<file path="src/rtl/fp_add_sub_lanes.sv">
// fp_add_sub_lanes: LANES x FP32 add/sub behind valid/ready, credit-gated.
// Ports: clock, reset_n (async, active-low), in_valid/in_ready,
//   in_a/in_b (lane i at [32i+:32]), in_op (1 = a-b), in_mask, in_tag,
//   out_valid/out_ready, out_q, out_mask, out_tag.
// Build option FP_ADDSUB_PERF_EN adds perf_ops / perf_stall counters.

module fp_add_sub_core #(
  parameter int LATENCY = 3
) (
  input  logic        clock,
  input  logic        areset,
  input  logic [31:0] a,
  input  logic [31:0] b,
  input  logic        op,
  output logic [31:0] q
);

  function automatic logic [31:0] fadd(
    input logic [31:0] x,
    input logic [31:0] y,
    input logic        sub
  );
    logic [31:0] big, sml;
    logic        sy, eff_sub, ru;
    logic        x_nan, y_nan, x_inf, y_inf;
    logic [9:0]  eb, es, e, d;
    logic [23:0] mb, ms;
    logic [49:0] wide;
    logic [26:0] ab, as_, n;
    logic [27:0] s;
    logic [24:0] m;
    int          p, lz;
    sy    = y[31] ^ sub;
    x_nan = (&x[30:23]) && (|x[22:0]);
    y_nan = (&y[30:23]) && (|y[22:0]);
    x_inf = (&x[30:23]) && !(|x[22:0]);
    y_inf = (&y[30:23]) && !(|y[22:0]);
    if (x_nan || y_nan || (x_inf && y_inf && x[31] != sy))
      return 32'h7fc0_0000;
    if (x_inf) return x;
    if (y_inf) return {sy, y[30:0]};
    if (x[30:0] >= y[30:0]) begin
      big = x;
      sml = {sy, y[30:0]};
    end else begin
      big = {sy, y[30:0]};
      sml = x;
    end
    eff_sub = big[31] ^ sml[31];
    // subnormals use exponent 1 with a zero hidden bit
    eb = (big[30:23] == 8'd0) ? 10'd1 : {2'b0, big[30:23]};
    es = (sml[30:23] == 8'd0) ? 10'd1 : {2'b0, sml[30:23]};
    mb = {|big[30:23], big[22:0]};
    ms = {|sml[30:23], sml[22:0]};
    d  = eb - es;
    // 3 extra bits: guard, round, sticky
    wide = {ms, 26'd0} >> d;
    as_  = (d >= 10'd26) ? {26'd0, |ms}
                         : {wide[49:24], |wide[23:0]};
    ab   = {mb, 3'd0};
    s    = eff_sub ? ({1'b0, ab} - {1'b0, as_})
                   : ({1'b0, ab} + {1'b0, as_});
    if (s == 28'd0) return {big[31] & ~eff_sub, 31'd0};
    if (s[27]) begin
      n = {s[27:2], s[1] | s[0]};
      e = eb + 10'd1;
    end else begin
      p = 0;
      for (int i = 0; i < 27; i++)
        if (s[i]) p = i;
      lz = 26 - p;
      // stop normalising at the subnormal boundary
      if (lz > int'(eb) - 1) lz = int'(eb) - 1;
      n = s[26:0] << lz;
      e = eb - 10'(lz);
    end
    if (!n[26]) e = 10'd0;
    ru = n[2] & (n[1] | n[0] | n[3]);
    m  = {1'b0, n[26:3]} + 25'(ru);
    if (m[24]) begin
      e = e + 10'd1;
      m = m >> 1;
    end else if (e == 10'd0 && m[23]) begin
      e = 10'd1;
    end
    if (e >= 10'd255) return {big[31], 8'hff, 23'd0};
    return {big[31], e[7:0], m[22:0]};
  endfunction

  logic [31:0] pipe [LATENCY];

  always_ff @(posedge clock or posedge areset) begin
    if (areset) begin
      for (int i = 0; i < LATENCY; i++) pipe[i] <= '0;
    end else begin
      pipe[0] <= fadd(a, b, op);
      for (int i = 1; i < LATENCY; i++) pipe[i] <= pipe[i-1];
    end
  end

  assign q = pipe[LATENCY-1];

endmodule

module fp_add_sub_lanes #(
  parameter int LANES      = 4,
  parameter int LATENCY    = 3,
  parameter int TAG_WIDTH  = 8,
  parameter int FIFO_DEPTH = LATENCY + 2
) (
  input  logic                   clock,
  input  logic                   reset_n,
  input  logic                   in_valid,
  output logic                   in_ready,
  input  logic [32*LANES-1:0]    in_a,
  input  logic [32*LANES-1:0]    in_b,
  input  logic [LANES-1:0]       in_op,
  input  logic [LANES-1:0]       in_mask,
  input  logic [TAG_WIDTH-1:0]   in_tag,
  output logic                   out_valid,
  input  logic                   out_ready,
  output logic [32*LANES-1:0]    out_q,
  output logic [LANES-1:0]       out_mask,
`ifdef FP_ADDSUB_PERF_EN
  output logic [31:0]            perf_ops,
  output logic [31:0]            perf_stall,
`endif
  output logic [TAG_WIDTH-1:0]   out_tag
);

  localparam int EW = 32*LANES + LANES + TAG_WIDTH;
  localparam int PW = (FIFO_DEPTH > 1) ? $clog2(FIFO_DEPTH) : 1;
  localparam int CW = $clog2(FIFO_DEPTH + 1);

  logic                 run, accept, pop, wr;
  logic [CW-1:0]        credits, cnt;
  logic [PW-1:0]        wp, rp;
  logic [LATENCY-1:0]   vld;
  logic [LANES-1:0]     mask_p [LATENCY];
  logic [TAG_WIDTH-1:0] tag_p  [LATENCY];
  logic [32*LANES-1:0]  res, res_m;
  logic [EW-1:0]        mem    [FIFO_DEPTH];

  assign in_ready  = run && (credits != '0);
  assign accept    = in_valid && in_ready;
  assign out_valid = (cnt != '0);
  assign pop       = out_valid && out_ready;
  assign wr        = vld[LATENCY-1];

  for (genvar g = 0; g < LANES; g++) begin : g_lane
    fp_add_sub_core #(.LATENCY(LATENCY)) u_core (
      .clock  (clock),
      .areset (~reset_n),
      .a      (in_a[32*g +: 32]),
      .b      (in_b[32*g +: 32]),
      .op     (in_op[g]),
      .q      (res[32*g +: 32])
    );
    assign res_m[32*g +: 32] =
      mask_p[LATENCY-1][g] ? res[32*g +: 32] : 32'h0;
  end

  always_ff @(posedge clock or negedge reset_n) begin
    if (!reset_n) begin
      run     <= 1'b0;
      credits <= CW'(FIFO_DEPTH);
      vld     <= '0;
      for (int i = 0; i < LATENCY; i++) begin
        mask_p[i] <= '0;
        tag_p[i]  <= '0;
      end
    end else begin
      run    <= 1'b1;
      vld[0] <= accept;
      mask_p[0] <= in_mask;
      tag_p[0]  <= in_tag;
      for (int i = 1; i < LATENCY; i++) begin
        vld[i]    <= vld[i-1];
        mask_p[i] <= mask_p[i-1];
        tag_p[i]  <= tag_p[i-1];
      end
      if (accept && !pop)      credits <= credits - 1'b1;
      else if (pop && !accept) credits <= credits + 1'b1;
    end
  end

  always_ff @(posedge clock) begin
    if (wr) mem[wp] <= {res_m, mask_p[LATENCY-1], tag_p[LATENCY-1]};
  end

  always_ff @(posedge clock or negedge reset_n) begin
    if (!reset_n) begin
      wp  <= '0;
      rp  <= '0;
      cnt <= '0;
    end else begin
      if (wr)
        wp <= (wp == PW'(FIFO_DEPTH-1)) ? '0 : wp + 1'b1;
      if (pop)
        rp <= (rp == PW'(FIFO_DEPTH-1)) ? '0 : rp + 1'b1;
      if (wr && !pop)      cnt <= cnt + 1'b1;
      else if (pop && !wr) cnt <= cnt - 1'b1;
    end
  end

  assign {out_q, out_mask, out_tag} = out_valid ? mem[rp] : '0;

  a_credit_max: assert property (@(posedge clock) disable iff (!reset_n)
    credits <= CW'(FIFO_DEPTH));
  a_credit_min: assert property (@(posedge clock) disable iff (!reset_n)
    !(accept && credits == '0));
  a_no_ovf: assert property (@(posedge clock) disable iff (!reset_n)
    !(wr && cnt == CW'(FIFO_DEPTH)));

`ifdef FP_ADDSUB_PERF_EN
  always_ff @(posedge clock or negedge reset_n) begin
    if (!reset_n) begin
      perf_ops   <= '0;
      perf_stall <= '0;
    end else begin
      if (accept)                  perf_ops   <= perf_ops + 1'b1;
      if (out_valid && !out_ready) perf_stall <= perf_stall + 1'b1;
    end
  end
`endif

endmodule

</file>
<file path="config.mk">
export PLATFORM = sky130hd
export DESIGN_NAME = fp_add_sub_lanes
export DESIGN_NICKNAME = d
export VERILOG_FILES = /design/src/rtl/fp_add_sub_lanes.sv
export SDC_FILE = /design/constraint.sdc
export NUM_CORES = 2
export LEC_CHECK = 0
export CORE_AREA = 2 2 468 470
export DETAILED_ROUTE_END_ITERATION = 8
export DIE_AREA = 0 0 470 472
export MAX_ROUTING_LAYER = met4
export PLACE_DENSITY = 0.62
export SYNTH_ARGS = -nofsm -noshare
export SYNTH_HDL_FRONTEND = slang
export SYNTH_HIERARCHICAL = 1
export SYNTH_SLANG_ARGS = --single-unit
</file>
<file path="constraint.sdc">
create_clock -name clock -period 12 [get_ports clock]
set_clock_uncertainty 0.15 [all_clocks]
set_input_delay 1.2 -clock clock [delete_from_list [all_inputs] [get_ports clock]]
set_output_delay 1.2 -clock clock [all_outputs]
set_load 0.02 [all_outputs]
</file>
## Yosys cells after proc, flatten, opt, wreduce, memory -nomap -nowiden

Memory sizes are Yosys's and may differ from the RTL's.
Cells that the tools add are included.

| word-level totals | value |
|---|---|
| register bits after elaboration | 436 |
| memory bits (writable) | 700 |
| input bits | 276 |
| output and inout bits | 142 |
| memories kept | 1 |

Memories:

| name | depth | bits a word | rd ports | clocked after memory_dff | write ports | RTL line | source |
|---|---|---|---|---|---|---|---|
| mem | 5 | 140 | 1 | 0 | 1 | 142 | `logic [EW-1:0] mem [FIFO_DEPTH];` |

| operators by class | value |
|---|---|
| add/subtract/negate cells | 42 |
| magnitude comparators | 16 |
| equality and inequality tests | 6 |
| shift-type cells | 8 |
| muxes and demuxes | 381 |
| bitwise gates (word level) | 32 |
| reductions and logical operators | 106 |

Operators with widths:

| kind | count |
|---|---|
| $mux W32 | 120 |
| $mux W27 | 24 |
| $mux W10 | 48 |
| $mux W5 | 44 |
| $shr A50 B10 Y50 | 4 |
| $reduce_or A23 Y1 | 8 |
| $mux W140 | 1 |
| $gt A32 B32 Y1 | 4 |
| $mux W4 | 32 |
| $shl A27 B32 Y27 | 4 |
| $sub A6 B32 Y32 const A | 4 |
| $ge A31 B31 Y1 | 4 |
| $reduce_or A31 Y1 | 4 |
| $add A27 B27 Y28 | 4 |
| $logic_not A28 Y1 | 4 |
| $mux W28 | 4 |
| $sub A27 B27 Y28 | 4 |
| $add A24 B1 Y25 | 4 |
| $reduce_or A24 Y1 | 4 |
| $mux W23 | 4 |
| $add A10 B1 Y10 const B | 8 |
| $sub A10 B10 Y10 | 8 |
| $mux W1 | 66 |
| $mux W3 | 22 |
| 22 further kinds | 158 |

## Depth between registers and ports, before layout

| depth | value |
|---|---|
| depth in word-level cells | 90 |
| mapped depth | 99 |

## Modules after synthesis

Netlist, hierarchy kept.

Modules (own cells, without submodules):

| module | instances | cells each | area each (sq um) | seq. area each (sq um) |
|---|---|---|---|---|
| fp_add_sub_core at g_lane[1].u_core ... | 2 | 2,394 | 17,314.1 | 2,402.3 |
| fp_add_sub_lanes | 1 | 1,435 | 28,984.0 | 22,323.9 |
| fp_add_sub_core at g_lane[0].u_core | 1 | 2,313 | 16,940.0 | 2,402.3 |
| fp_add_sub_core at g_lane[3].u_core | 1 | 2,244 | 16,361.9 | 2,402.3 |

## Worst setup path after synthesis

No wires, ideal clock.

| timing | value |
|---|---|
| path kind | input-to-reg |
| start point | input in_b[121] |
| end point | register g_lane[3].u_core/pipe[89] (netlist bit) |
| arrival | 18,357 ps |
| data required time | 11,718 ps |
| setup slack | -6,638 ps |
| cell stages on the path | 92 |
| buffers on the path | 13 |
| path through | buf_2 -> inv_1 -> ha_1 -> nand3_1 -> nor4_4 -> nand3_2 -> o2111a_1 -> buf_2 -> nand2_2 -> buf_4 -> buf_2 -> buf_2 -> buf_2 -> nand2_1 -> o21ai_1 -> nor2_1 -> nand3_1 -> and2_1 -> [56 not listed] -> inv_2 -> buf_2 -> ha_1 -> inv_1 -> fa_1 -> o21ai_0 -> nor3_1 -> a221oi_1 -> o31ai_1 -> o21a_1 -> o31a_1 -> a2111oi_0 -> nand2_1 -> or4_1 -> o21a_1 -> and4b_1 -> o21ai_2 -> or3b_1 |

| on the way | value |
|---|---|
| word-level cells in the longest chain between the ends | 82 |
| elaborated cells on any way between the ends | 123 |

RTL lines:

| item | RTL line | source |
|---|---|---|
| start: declaration | 116 | `input logic [32*LANES-1:0] in_b,` |
| branches (longest 81 deep; another with $ge A31 B31 Y1) | -- |  |
| $mux W32 * | 40 | `if (x_inf) return x;` |
| end: declaration | 90 | `logic [31:0] pipe [LATENCY];` |

Every way passes the cells marked *. The select of a mux whose other input is x is not followed.
A chain may end at the register's enable or synchronous reset.

## Worst setup path after layout

| timing | value |
|---|---|
| start point | input in_b[77] |
| end point | register g_lane[2].u_core/pipe[64] (netlist bit) |

| on the way | value |
|---|---|
| word-level cells in the longest chain between the ends | 82 |
| elaborated cells on any way between the ends | 125 |

RTL lines:

| item | RTL line |
|---|---|
| branches (longest 81 deep; another with $ge A31 B31 Y1) | -- |
| $mux W32 * | 40 |
| end: declaration | 90 |

Marked as above.

==> results.py <==
metrics = {
    "outcome": {
        "status": "finished with violations",
        "violations": "negative setup slack",
    },
    "detailed_routing": {
        "wl_um": 415200,
        "drc": 0,
        "ant_nets": 0,
        "drt_first_pass_iters": 7,
        "vias": 103300,
        "drt_iter0_drc": 9996,
        "avgViaCountPerCell": 5.941,
        "wl_per_cell_um": 23.87,
    },
    "clocking": {
        "numCtsBuffers": 101,
        "clk_pin_slew_worst_paths_ns": 0.07,
        "cts.sinks": 1136,
        "clock_path_buffers": 3,
        "hold_buffers": 0,
        "clock_latency_ns": 0.73,
        "cts_tree": "yes",
        "cts-root-buf": "clkbuf_16",
        "htreeDepth": 3,
    },
    "floorplan": {
        "coreArea_um2": 216500,
        "rows": 171,
        "die_area_um2": 221800,
        "start_util_pct": 44.76,
        "ioPinCount": 418,
        "die_h_um": 472,
        "die_x_um": 470,
    },
    "logic_synthesis": {
        "synth_area_leader_cell": "edfxtp_1",
        "synthesis.area_um2": 96910,
        "synthArstFlopShare_pct": 38.38,
        "ys_seq_area_share_pct": 32.95,
        "ys_warn_count": 6,
        "syn_area_per_cell_um2": 8.990,
        "synthTopCellsByArea": "edfxtp_1 22%, dfrtp_1 11%, ha_1 6.1%, mux4_2 5.1%, mux2i_1 4.2%",
        "netlist.area_leader.share_pct": 21.69,
        "synth_edf_count": 700,
        "ys_ff_latch": 1136,
        "synth_ff_type": "edfxtp_1",
        "netlist_instances": 10780,
        "yosysUniqueCellTypes": 158,
    },
    "sta": {
        "final.setup.tns_ns": -475.79,
        "hold_violations": 0,
        "setup_ws_ns": -4.264,
        "max_freq_mhz": 61.48,
        "slew_viol_final": 0,
        "post-route-period-util_pct": 135.5,
        "tightest_slew_ns": 1.237,
        "slew_headroom_pct": 17.53,
        "finalCriticalPeriod_ns": 16.26,
        "grt_setup_unrepaired": "true",
        "setup_viol": 124,
    },
    "worst_setup_path": {
        "startpoint_type": "input port",
        "cpPeakStageDelay_ns": 0.47,
        "cp_max_fo": 10,
        "cp_slowest_cell": "mux4_2",
        "cpMostUsedCell": "o21a_1",
        "cp-end-kind": "register",
        "crit_type": "input port to register",
        "critical_path_arrival_ns": 16.69,
        "cp.required_ns": 12.42,
    },
    "cells_and_area": {
        "final_common_cell": "buf_4",
        "final_layout_size_suffix_gt1_share_pct": 40.64,
        "multi_input_area_um2": 66450,
        "layout.core_utilization_pct": 65.60,
        "seq_area_um2": 31940,
        "nets": 15200,
        "layout_common_cells": "3742 x buf_4, 1022 x nor2_1, 909 x nand2_1",
        "final_cells": 17390,
        "area_growth_pct": 46.55,
        "fillCellCount": 17700,
    },
    "global_routing": {
        "grt_pass1_vias": 102000,
        "antenna_found_initial": 7,
        "grt_pass1_wl_um": 616200,
        "grt_start_max_net_pins": 85,
        "grt_usage_pct": 36.33,
        "grt_overflow": 0,
    },
    "placement": {
        "place.gp.congestion": 1.040,
        "port_buffers": 417,
        "dp_cells": 16900,
        "dpl.hpwl_um": 324700,
    },
    "power": {
        "pwr_density_cell_nw_per_um2": 204.5,
        "leakagePower_nw": 61.76,
        "irDropWorstVdd_mv": 0.1400,
    },
    "run": {
        "max_cap_violations": 0,
    },
    "hold_path": {
        "min_path_type": "register to register",
    },
}
==> path summary, 6_finish.rpt <==
path	from	endpoint	slack, ns	cells past startpoint
setup / recovery	in_b[77]	g_lane[2].u_core/pipe[64]$_DFF_PP0_	-4.26	85
hold / removal	g_lane[1].u_core/pipe[86]$_DFF_PP0_	g_lane[1].u_core/pipe[54]$_DFF_PP0_	0.19	0
setup reg to reg	vld[2]$_DFF_PN0_	mem[4][130]$_DFFE_PP_	8.92	4
hold reg to reg	g_lane[1].u_core/pipe[86]$_DFF_PP0_	g_lane[1].u_core/pipe[54]$_DFF_PP0_	0.19	0
max in group asynchronous	reset_n	g_lane[2].u_core/pipe[60]$_DFF_PP0_	9.64	4
min in group asynchronous	reset_n	tag_p[20]$_DFF_PN0_	0.50	2
==> final cells by class <==
type	instances	share of cell area [%]
Multi-Input combinational cell	8373	46.79
Clock inverter	39	0.3277
Antenna cell	7	0.01233
Timing Repair Buffer	4298	24.35
Tap cell	2854	2.514
Sequential cell	1136	22.49
Clock buffer	153	2.038
Inverter	533	1.477
==> worst max-delay path, delay by kind of cell <==
family | cells | cell delay (ns)
compound gates | 30 | 6.23
xor+xnor | 1 | 0.38
fa+ha+maj | 6 | 1.18
buf+inv | 21 | 2.60
mux | 6 | 1.87
simple gates | 21 | 3.17
==> layer usage <==
metal / wire length, µm / vias up / part of all wire [%] / global-route usage [%]
li1: - / 47690 / - / -
met1: 171800 / 50530 / 41 / 46.42
met2: 198200 / 4196 / 48 / 59.72
met3: 26040 / 917 / 6.3 / 3.625
met4: 19120 / 0 / 4.6 / 13.65
met5: 0 / - / 0 / -
==> kinds of logic after synthesis <==
family	share of synthesized area [%]
other cells	0.01937
buf+inv	6.023
flops	32.95
mux	10.49
simple gates	20.60
compound gates	20.82
fa+ha+maj	6.440
xor+xnor	2.653
==> cells in the mapped netlist, types with 32 or more instances <==
cell	instances
and3_1	105
o21bai_1	52
buf_2	132
buf_6	37
o31ai_1	84
a311oi_1	34
xor2_1	75
o21ai_0	599
buf_1	46
o21ai_1	39
nand3_1	312
nand2b_1	82
o21a_1	90
o22ai_1	59
clkbuf_1	385
or4_1	39
nand2_1	951
mux4_2	220
xnor2_1	195
mux2i_1	410
a31oi_1	116
a211o_1	46
mux2_2	89
nor3_1	337
buf_4	150
nor4_1	111
or3_1	82
edfxtp_1	700
and2_1	236
nor2_1	1071
a21o_1	123
ha_1	470
a21boi_0	32
inv_1	511
nor2b_1	70
o211ai_1	124
a22oi_1	44
dfrtp_1	434
a21oi_1	709
nand4_1	170
a211oi_1	174
or2_2	55
o211a_1	32
==> where the power goes <==
group	switching (W)	internal [W]	total (W)	leakage, nW
Sequential	0.000378	0.00507	0.00545	12.0
Combinational	0.0110	0.00934	0.0203	48.1
Clock	0.00148	0.00176	0.00325	1.62
==> through the flow <==
stage	hold WS (ns)	worst slack (ns)	area [µm²]	power (W)
global placement	0.1813	-5.790	130500	0.02366
CTS	0.1885	-4.454	135800	0.02756
finish	0.1858	-4.264	142000	0.02904
floorplan	0.1812	-4.691	99700	0.01522
detailed placement	0.1847	-5.944	130500	0.02385
global route	0.1990	-4.692	142000	0.03042
==> flip-flops by register name, summed over array words and instances (netlist names) <==
signal,flops
tag_p,24
wp,3
run,1
g_lane.u_core/q,128
rp,3
credits,3
g_lane.u_core/pipe,256
mem,700
vld,3
mask_p,12
cnt,3
==> repair_timing <==
item	in CTS	in global routing
buffers inserted	68	206
gates cloned	8	19
endpoints found under the setup margin	124	124
gates resized for setup	275	1352
pin swaps	70	455
Power figures use the tool's default switching activity.
